**src/rtl/rx_bit_sampler.sv**
```systemverilog
// rtl/rx_bit_sampler.sv - UART RX oversampling front end: line synchronizer, edge/bit counters,
// three-sample majority vote around the bit centre.
module rx_bit_sampler #(
   parameter int PRESCALE_WIDTH = 6,
   parameter int FRAME_BITS     = 11
) (
   input  logic                      CLK,
   input  logic                      RST,
   input  logic                      RX_IN,
   input  logic [PRESCALE_WIDTH-1:0] Prescale,
   input  logic                      edge_cnt_en,
   input  logic                      dat_samp_en,
   output logic                      rx_sync,
   output logic [PRESCALE_WIDTH-1:0] edge_cnt,
   output logic [3:0]                bit_cnt,
   output logic                      sampled_bit,
   output logic                      sample_valid
);
   localparam logic [3:0] LAST_BIT = 4'(FRAME_BITS - 1);

   logic                      sync_meta;
   logic                      en_q;
   logic                      en_rise;
   logic [PRESCALE_WIDTH-1:0] p_reg;
   logic [PRESCALE_WIDTH-1:0] p_eff;
   logic [PRESCALE_WIDTH-1:0] p_last;
   logic [PRESCALE_WIDTH-1:0] half;
   logic [PRESCALE_WIDTH-1:0] pos_a;
   logic [PRESCALE_WIDTH-1:0] pos_b;
   logic [PRESCALE_WIDTH-1:0] pos_c;
   logic                      s0;
   logic                      s1;
   logic                      s2;
   logic                      have_a;
   logic                      have_b;

   assign en_rise = edge_cnt_en & ~en_q;
   // The first enabled cycle already counts against the ratio being latched.
   assign p_eff  = en_rise ? Prescale : p_reg;
   assign p_last = p_eff - PRESCALE_WIDTH'(1);
   assign half   = p_eff >> 1;
   assign pos_a  = half - PRESCALE_WIDTH'(1);
   assign pos_b  = half;
   assign pos_c  = half + PRESCALE_WIDTH'(1);

   always_ff @(posedge CLK) begin
      if (RST) begin
         sync_meta <= 1'b1;
         rx_sync   <= 1'b1;
      end else begin
         sync_meta <= RX_IN;
         rx_sync   <= sync_meta;
      end
   end

   always_ff @(posedge CLK) begin
      if (RST) begin
         en_q  <= 1'b0;
         p_reg <= PRESCALE_WIDTH'(8);
      end else begin
         en_q <= edge_cnt_en;
         if (en_rise) begin
            p_reg <= Prescale;
         end
      end
   end

   always_ff @(posedge CLK) begin
      if (RST || !edge_cnt_en) begin
         edge_cnt <= '0;
         bit_cnt  <= '0;
      end else if (edge_cnt == p_last) begin
         edge_cnt <= '0;
         bit_cnt  <= (bit_cnt == LAST_BIT) ? 4'd0 : bit_cnt + 4'd1;
      end else begin
         edge_cnt <= edge_cnt + PRESCALE_WIDTH'(1);
      end
   end

   // have_a/have_b track an unbroken capture window so a partial window never votes.
   always_ff @(posedge CLK) begin
      if (RST) begin
         s0           <= 1'b1;
         s1           <= 1'b1;
         s2           <= 1'b1;
         have_a       <= 1'b0;
         have_b       <= 1'b0;
         sampled_bit  <= 1'b1;
         sample_valid <= 1'b0;
      end else begin
         sample_valid <= 1'b0;
         if (!dat_samp_en) begin
            have_a <= 1'b0;
            have_b <= 1'b0;
         end else if (edge_cnt == pos_a) begin
            s0     <= rx_sync;
            have_a <= 1'b1;
         end else if (edge_cnt == pos_b) begin
            s1     <= rx_sync;
            have_b <= have_a;
         end else if (edge_cnt == pos_c) begin
            s2     <= rx_sync;
            have_a <= 1'b0;
            have_b <= 1'b0;
            if (have_b) begin
               sampled_bit  <= (s0 & s1) | (s0 & rx_sync) | (s1 & rx_sync);
               sample_valid <= 1'b1;
            end
         end
      end
   end
endmodule

```
**config.mk**
```make
export PLATFORM = sky130hd
export DESIGN_NAME = rx_bit_sampler
export DESIGN_NICKNAME = d
export VERILOG_FILES = /design/src/rtl/rx_bit_sampler.sv
export SDC_FILE = /design/constraint.sdc
export NUM_CORES = 1
export LEC_CHECK = 0
export BUFFER_PORTS_ARGS = -buffer_cell sky130_fd_sc_hd__buf_2
export CORE_ASPECT_RATIO = 1.1
export CORE_MARGIN = 3
export CORE_UTILIZATION = 40
export DETAILED_ROUTE_END_ITERATION = 10
export PLACE_DENSITY = 0.72
export SLEW_MARGIN = 20
export SYNTH_ARGS = -nofsm -noshare
export SYNTH_HDL_FRONTEND = slang
export SYNTH_SLANG_ARGS = --single-unit
export TNS_END_PERCENT = 30
```
**constraint.sdc**
```tcl
create_clock -name CLK -period 3 [get_ports CLK]
set_input_delay 0 -clock CLK [delete_from_list [all_inputs] [get_ports CLK]]
set_output_delay 0 -clock CLK [all_outputs]
set_load 0.02 [all_outputs]
```
== Word level (Yosys, flattened, before mapping) ==
Index checks and enable logic that the tools add are counted.
W data, S select, Z words.

* Add/sub/neg operators: 5
* Equal/unequal tests: 6
* Mux-type cells: 7
* Bitwise gates (word level): 11
* Reductions and logical operators: 12

{| class="wikitable"
|+ Operators with widths
! operator !! count
|-
| $eq A6 B6 Y1 || 3
|-
| $add A5 B1 Y6 const B || 1
|-
| $add A6 B1 Y6 const B || 1
|-
| $eq A6 B5 Y1 || 1
|-
| $mux W6 || 1
|-
| $reduce_and A2 Y1 || 3
|-
| $sub A5 B1 Y6 const B || 1
|-
| $sub A6 B1 Y6 const B || 1
|-
| $mux W1 || 5
|-
| $not A1 Y1 || 5
|-
| $reduce_and A5 Y1 || 1
|-
| $reduce_or A5 Y1 || 1
|-
| $add A4 B1 Y4 const B || 1
|-
| $and A1 B1 Y1 || 4
|-
| $eq A4 B4 Y1 const B || 1
|-
| $mux W4 || 1
|-
| $reduce_bool A2 Y1 || 2
|-
| $reduce_or A2 Y1 || 2
|-
| $reduce_and A3 Y1 || 1
|-
| $ne A2 B2 Y1 const B || 1
|-
| $or A1 B1 Y1 || 2
|-
| $logic_not A1 Y1 || 1
|-
| $logic_or A1 B1 Y1 || 1
|}

* Flip-flop bits (word level): 25
* Bits of input ports: 11
* Output and inout bits: 13
* Word-level logic and storage cells: 53

== Longest topological paths before layout ==
Gate-level depths: netlist of run 1.

* Depth in word-level cells: 8
* Mapped depth: 12
* Depth with buffers taken out: 10

== Least setup slack after synthesis of run 1 ==
No wires, ideal clock.

* Path type: register -> register
* Start: reg en_q
* End: reg s0
* Arrival time: 2,680 ps
* Data required time: 2,880 ps
* Setup slack: 200 ps
* Stages on the path, launching flop included: 11
* Clock period less this slack: 2,800 ps
* Path through: dfxtp_1 -> nand2b_1 -> buf_6 -> buf_4 -> mux2i_2 -> ha_1 -> xnor3_1 -> a2111oi_0 -> o31ai_1 -> o21a_1 -> a211o_1

* Longest elaborated chain between the ends: 6

{| class="wikitable"
|+ Ends and longest elaborated chain
! element !! RTL line !! RTL
|-
| start, declared || 22 || <nowiki>logic en_q;</nowiki>
|-
| start signal, assigned || 61 || <nowiki>en_q <= edge_cnt_en;</nowiki>
|-
| $not A1 Y1 || 37 || <nowiki>assign en_rise = edge_cnt_en & ~en_q;</nowiki>
|-
| $and A1 B1 Y1 || 37 ||
|-
| $mux W6 || - ||
|-
| $sub A5 B1 Y6 || 42 || <nowiki>assign pos_a = half - PRESCALE_WIDTH'(1);</nowiki>
|-
| $eq A6 B6 Y1 || 95 || <nowiki>end else if (edge_cnt == pos_a) begin</nowiki>
|-
| $reduce_and A2 Y1 (no source line) || - ||
|-
| end signal, assigned || 96 || <nowiki>s0 <= rx_sync;</nowiki>
|-
| end, declared || 31 || <nowiki>logic s0;</nowiki>
|}

Every way passes these cells.
A chain may end at the register's enable or synchronous reset.

== Final worst setup path of run 1 ==
* Start: reg en_q
* End: reg bit_cnt[2]

* Longest elaborated chain between the ends: 5

{| class="wikitable"
|+ Ends and longest elaborated chain
! element !! RTL line !! RTL
|-
| $not A1 Y1 || 37 ||
|-
| $and A1 B1 Y1 || 37 ||
|-
| $mux W6 || - ||
|-
| $sub A6 B1 Y6 || 40 || <nowiki>assign p_last = p_eff - PRESCALE_WIDTH'(1);</nowiki>
|-
| $eq A6 B6 Y1 || 72 || <nowiki>end else if (edge_cnt == p_last) begin</nowiki>
|-
| end signal, assigned || 74 || <nowiki>bit_cnt <= (bit_cnt == LAST_BIT) ? 4'd0 : bit_cnt + 4'd1;</nowiki>
|-
| end, declared || 15 || <nowiki>output logic [3:0] bit_cnt,</nowiki>
|}

Every way passes these cells.

==> results of run 1 <==
-- cells in the final DEF (no fill, tap or decap), types with 3 or more instances in the layout --
cell type	instances
a31oi_1	3
buf_4	5
ha_1	3
mux2i_1	4
nor3_1	8
and3_1	3
dfxtp_1	25
nand3_1	7
inv_1	5
buf_2	23
nor4b_1	3
xnor2_1	13
o21a_1	4
xor2_1	7
nand2b_1	6
o21ai_0	4
o31ai_1	3
a21oi_1	6
nor2_1	20
or2_2	3
clkbuf_8	3
nand2_1	6
-- worst max-delay path by stage --
stage / to / from / slack [ns] / cells after the start
3_3_place_gp: bit_cnt[2] / en_q / 0.24 / 9
2_1_floorplan: s0 / en_q / 0.20 / 10
6_report: bit_cnt[2] / en_q / 0.25 / 9
4_1_cts: s0 / en_q / 0.05 / 8
3_5_place_dp: s0 / en_q / 0.001 / 8
5_1_grt: bit_cnt[2] / en_q / 0.02 / 9
-- tightest hold or removal path, stage by stage --
cell,delay [ns]
buf_2,0.11
nand2_1,0.05
a211o_1,0.10
-- timing repair --
item,CTS,global route
hold endpoints to repair,1,0
hold buffers,1,0
resized for setup,1,5
endpoints found under the setup margin,1,4
-- logic make-up after synthesis --
kind of cell	count (synthesis)	share of synthesized area, %
AND/OR/NAND/NOR	70	23.1
AO/OA/AOI/OAI	41	18.0
buffers and inverters	15	4.14
flip-flops	25	30.1
multiplexers	10	8.13
XOR/XNOR	22	12.9
adder cells (fa/ha/maj)	5	3.61
-- through the flow --
step                      worst slack [ns]  hold slack, ns  cell area [sq um]
after global routing                0.0229          0.0473               1910
after CTS                           0.0550          0.0296               1890
after detailed placement           0.00136           0.193               1840
after global placement               0.240           0.182               1840
final                                0.250          0.0276               1910
after floorplan                      0.200           0.104               1660
-- power by group --
| part | leakage [nW] | total (mW) | internal, mW | switching [mW] |
|---|---|---|---|---|
| logic | 0.520 | 0.192 | 0.0862 | 0.106 |
| clock network | 0.0228 | 0.202 | 0.0950 | 0.107 |
| registers | 0.204 | 0.351 | 0.342 | 0.00970 |
-- per-layer routing --
layer  wire (microns)  up-vias
met2             1780       37
met4               94        0
li1                 -      745
met3              172       10
met5                0        -
met1             1740      700
-- cells in the mapped netlist (3+ instances only) --
cell type,instances
o21ai_0,4
o21a_1,4
a21oi_1,6
nor3_1,8
nand2_1,6
o31ai_1,4
ha_1,4
nor2_1,20
dfxtp_1,25
nand2b_1,7
nor4b_1,3
mux2i_1,4
clkbuf_1,6
xnor2_1,13
and3_1,3
nand3_1,7
xor2_1,7
a31oi_1,3
inv_1,5
or2_2,3
-- area by class of cell --
type                       instances  area share, %
multi-input combinational        148           57.9
sequential                        25           26.2
timing repair buffer              30           9.09
tap                               50           3.27
clock buffer                       4           2.35
inverter                           6           1.18
==> summary.md, run 1 <==
| Metric | Value |
|---|---|
| Clk pin slew, worst setup/hold paths | 0.09 ns |
| Slowest CP cell | a2111o_1 |
| FF-to-FF setup slack | 0.25 ns |
| Worst Reg-to-Reg Cells | 9 |
| Synth Area per Inst | 8.84 sq um |
| GR met3 Demand/Resource | about 3.4% |
| Sequential share of the synthesized area | 30.1% |
| Final net count | 229 |
| Starting Density | ~43% |
| First-pass GRT wire length | 6510 microns |
| CTS root buf | clkbuf_8 |
| CTS Sinks | 25 |
| Fmax | 364 MHz |
| Yosys top cell area share | 30.1% |
| GR Overflow Total | 0 |
| Worst-skew pair later-pin latency | 0.27 ns |
| Post-synthesis instance area | 0.00166 sq mm |
| Met1 usage | 21.9% |
| Synth Instances | between 150 and 200 |
| Startpoint types | flip-flop |
| Largest net degree at the start of global routing | 15 |
| GRT Total Usage | between 15 and 20% |
| Synth top area cells | dfxtp_1 (30%), xnor2_1 (6.9%), nor2_1 (4.5%) |
| H-tree Lvls | 1 |
| Ys flop type | dfxtp_1 |
| Critical R2R Capture | bit_cnt[2] |
| Count of buffer and inverter cells on the critical path | 1 |
| PortBufs | 23 |
| Initial drt markers | 47 |
| DRC viols | 0 |
| Core Box Area | between 0.003 and 0.004 sq mm |
| Initial antenna violation count | 0 |
| Multi-input combinational cell area | around 0.0011 sq mm |
| Crit end category | flip-flop |
| Clock period minus worst slack | approximately 2.7 ns |
| Final hold violation count | 0 |
| DP Cell Count | 258 |
| Hold Crit Depth | 3 |
| Die span in x | 67.5 microns |
| Pleak | 0.746 nW |
| Fraction of registers with async set/reset | 0% |
| Row cnt | 23 |
| Relative slew margins | 52.8% |
| Max-slew violations | 0 |
| Num CTS Buffers | 3 |
| Final setup viols | 0 |
| HP Start | dat_samp_en |
| Post-CTS setup buffer count | 0 |
| Die H | 73.6 microns |
| Vias | ~1500 |
| Hold crit path type | in -> reg |
| Period utilisation layout | 91.7% |
| WL/cell | roughly 14 microns |
| Yosys cell types | 55 |
| Pwr dens | 390 mW/mm^2 |
| WHS Endpoint | s1 |
| GPL Wtd Cong | roughly 0.9 |
| Largest area contributor in the netlist | dfxtp_1 |
| I/O Pins | 24 |
| CTS tree | built |
| Max cap viols | 0 |
| CP top delay family | compound AO/OA/AOI/OAI gates |
| Detailed Place HPWL | 2840 microns |
| Worst path cell trace | nand2b_2, buf_6, mux2i_1, ha_1, xor2_1, o22ai_1, a2111o_1, or4_1, a21oi_1 |
| Global routing's busiest layer | met2 |
| Max FO, Critical Path | 13 |
| Final Skew | 0.00133 ns |
| Final cell count without fillers | ~260 |
| Worst EP arrival | 2.95 ns |
| Ant diodes | 0 |
| Fin util | 50.0% |
| Vias in the first global route | 1471 |
| Post-synthesis register bit count | 25 |
| Post-layout power | about 750 uW |
| Routed Wire Length | 3780 microns |
| Clock tree buffer depth | 2 |
| Status | complete, no violations |
| Critical Path Max Stage Delay | roughly 0.5 ns |
| Yosys warnings | 0 |
| Crit path required time | 3.20 ns |
| Setup tns final | 0 ns |
| Worst R2R Start | en_q |
| Share of layout cells above drive strength 1 | 22.5% |
| CP Class | reg -> reg |
| DR pass1 iterations | 4 |
| RSZ-0062 raised after global routing | false |
| Seq. cell area | 500 sq um |
| Met2 Use GR | 25.8% |
| EDFF count, synth | 0 |
| Post-DRT Antenna Nets | 0 |
| Worst slew pin tran | 0.689 ns |
| Synth-to-layout area growth | 15.1% |
| Die area | 0.00496 sq mm |
| Layout fillers | around 370 |
| Max VDD drop | between 0.3 and 0.4 mV |
| Synth Net Count | 203 |
| Drt via density | roughly 5.7 |
Power figures use the tool's default switching activity.
==> run 2, diff against run 1 <==
==> constraint.sdc (replaced) <==
create_clock -name CLK -period 2.2 [get_ports CLK]
set_input_delay 0 -clock CLK [delete_from_list [all_inputs] [get_ports CLK]]
set_output_delay 0 -clock CLK [all_outputs]
set_load 0.02 [all_outputs]
==> run 2 against run 1 <==
Against the previous run: the flow now finishes with violations (setup timing); critical path type unchanged; core utilization grew 9.7 points; first-iteration DRC count is 83% higher; non-clock buffer count up 26; critical path depth unchanged; sequential power rose by 37%; worst setup slack got worse by 0.41 ns; highest routed layer unchanged; count of clock-buffer cells in the layout shrank 1; hold slack worse by 0.0011 ns.
==> summary.md, run 2 (same netlist as run 1, synthesis figures left out) <==
| Metric | Value |
|---|---|
| First-pass GRT wire length | ~7500 microns |
| Detailed Place HPWL | 3260 microns |
| Row cnt | 23 |
| Ant diodes | 0 |
| Synth-to-layout area growth | 37.6% |
| DP Cell Count | 282 |
| Final cell count without fillers | 289 |
| Fin util | 59.7% |
| Clock tree buffer depth | 2 |
| Max-slew violations | 0 |
| Most common cell after layout, fill and taps aside | buf_4 |
| Post-place setup slack | -0.212 ns |
| Final hold violation count | 0 |
| Fmax | 424 MHz |
| Die H | 73.6 microns |
| H-tree Lvls | 1 |
| Critical Path Max Stage Delay | 0.43 ns |
| DRC viols | 0 |
| Seq. cell area | 502 sq um |
| Most frequent cells in the layout | buf_4 (30), dfxtp_1 (24), buf_2 (23) |
| Clock period minus worst slack | 2.36 ns |
| Placed Area | approximately 0.0021 sq mm |
| CP Class | reg -> reg |
| CTS root buf | clkbuf_8 |
| Hold WS | 0.0265 ns |
| Final instance area | 0.00229 sq mm |
| Post-DRT Antenna Nets | 0 |
| Worst R2R Start | en_q |
| Layout fillers | 345 |
| Worst setup margin | -0.159 ns |
| Vias in the first global route | 1649 |
| Post-layout power | 1.14 mW |
| Startpoint types | flip-flop |
| Worst EP arrival | 2.56 ns |
| GR Overflow Total | 0 |
| Initial antenna violation count | 0 |
| Clk pin slew, worst setup/hold paths | 0.09 ns |
| PortBufs | 23 |
| Relative slew margins | 65.0% |
| GRT Total Usage | 19.7% |
| RSZ-0062 raised after global routing | true |
| Drt via density | 5.56 |
| Routed Wire Length | about 4300 microns |
| Die span in x | 67.5 microns |
| Num CTS Buffers | 3 |
| I/O Pins | 24 |
| Initial drt markers | 86 |
| HP Start | dat_samp_en |
| WL/cell | between 10 and 15 microns |
| Worst slew pin tran | 0.510 ns |
| Failing checks | setup timing |
| Worst-skew pair later-pin latency | 0.27 ns |
| Starting Density | between 40 and 50% |
| Hold crit path type | in -> reg |
| CTS tree | built |
| GPL Wtd Cong | 0.879 |
| Core Box Area | 0.00383 sq mm |
| Critical Path Start | en_q |
| Max cap viols | 0 |
| Worst path cell trace | nand2b_4, buf_12, mux2i_4, ha_4, and3_1, o22ai_1, a2111o_1, or4_1, a21oi_1 |
| Pwr dens | around 500 mW/mm^2 |
| Share of layout cells above drive strength 1 | 38.5% |
| Crit end category | flip-flop |
| Final setup viols | 14 |
| Slowest CP cell | a2111o_1 |
| DR pass1 iterations | 4 |
| Pleak | 0.899 nW |
| Vias | 1607 |
| Max FO, Critical Path | 5 |
| CTS Sinks | 25 |
| Multi-input combinational cell area | 0.00127 sq mm |
| Period utilisation layout | 107% |
| Final Skew | between 0.01 and 0.015 ns |
| Final net count | around 260 |
| Largest net degree at the start of global routing | 15 |
| Status | finished with violations |
| Max VDD drop | roughly 0.28 mV |
| Crit path required time | between 2 and 2.5 ns |
| Setup tns final | -1.22 ns |
| Die area | 0.00496 sq mm |
run 2: final cells by class:
class,instances,area share [%]
Clock inverter,1,0.219
Clock buffer,3,1.81
Inverter,6,0.985
Timing Repair Buffer,56,16.7
Tap cell,50,2.74
Multi-Input combinational cell,148,55.6
Sequential cell,25,21.9
run 2: critical path, delay by kind of cell (launching register included):
family,cells,cell delay [ns]
AOI/OAI and AO/OA,3,0.66
adders and majority gates,1,0.18
buffers and inverters,1,0.13
DFF,1,0.34
muxes,1,0.25
and+or+nand+nor,3,0.74
run 2: worst paths after layout:
check          endpoint  slack (ns)  cells past startpoint
max reg2reg  bit_cnt[2]       -0.16                      9
min reg2reg     rx_sync        0.42                      1
max          bit_cnt[2]       -0.16                      9
min                  s1        0.03                      3
run 2: routing by layer:
layer  track usage [%]  vias to the layer above  wire, microns
li1                  -                      790              -
met1              25.8                      762           1970
met2              32.8                       48           2090
met3              2.75                        7            201
met4              6.98                        0             60
met5                 0                        -              0
run 2: power breakdown:
group          total, mW  internal, mW  switching (mW)
registers          0.481         0.466          0.0153
logic              0.379         0.192           0.188
clock network      0.277         0.127           0.150
total               1.14         0.784           0.353
run 2: repair_timing:
item	4_1_cts	5_1_grt
setup endpoints to repair	16	16
pin swaps	9	2
buffers inserted	2	0
endpoints found under the hold margin	1	0
hold buffers	1	0
resized for setup	14	3
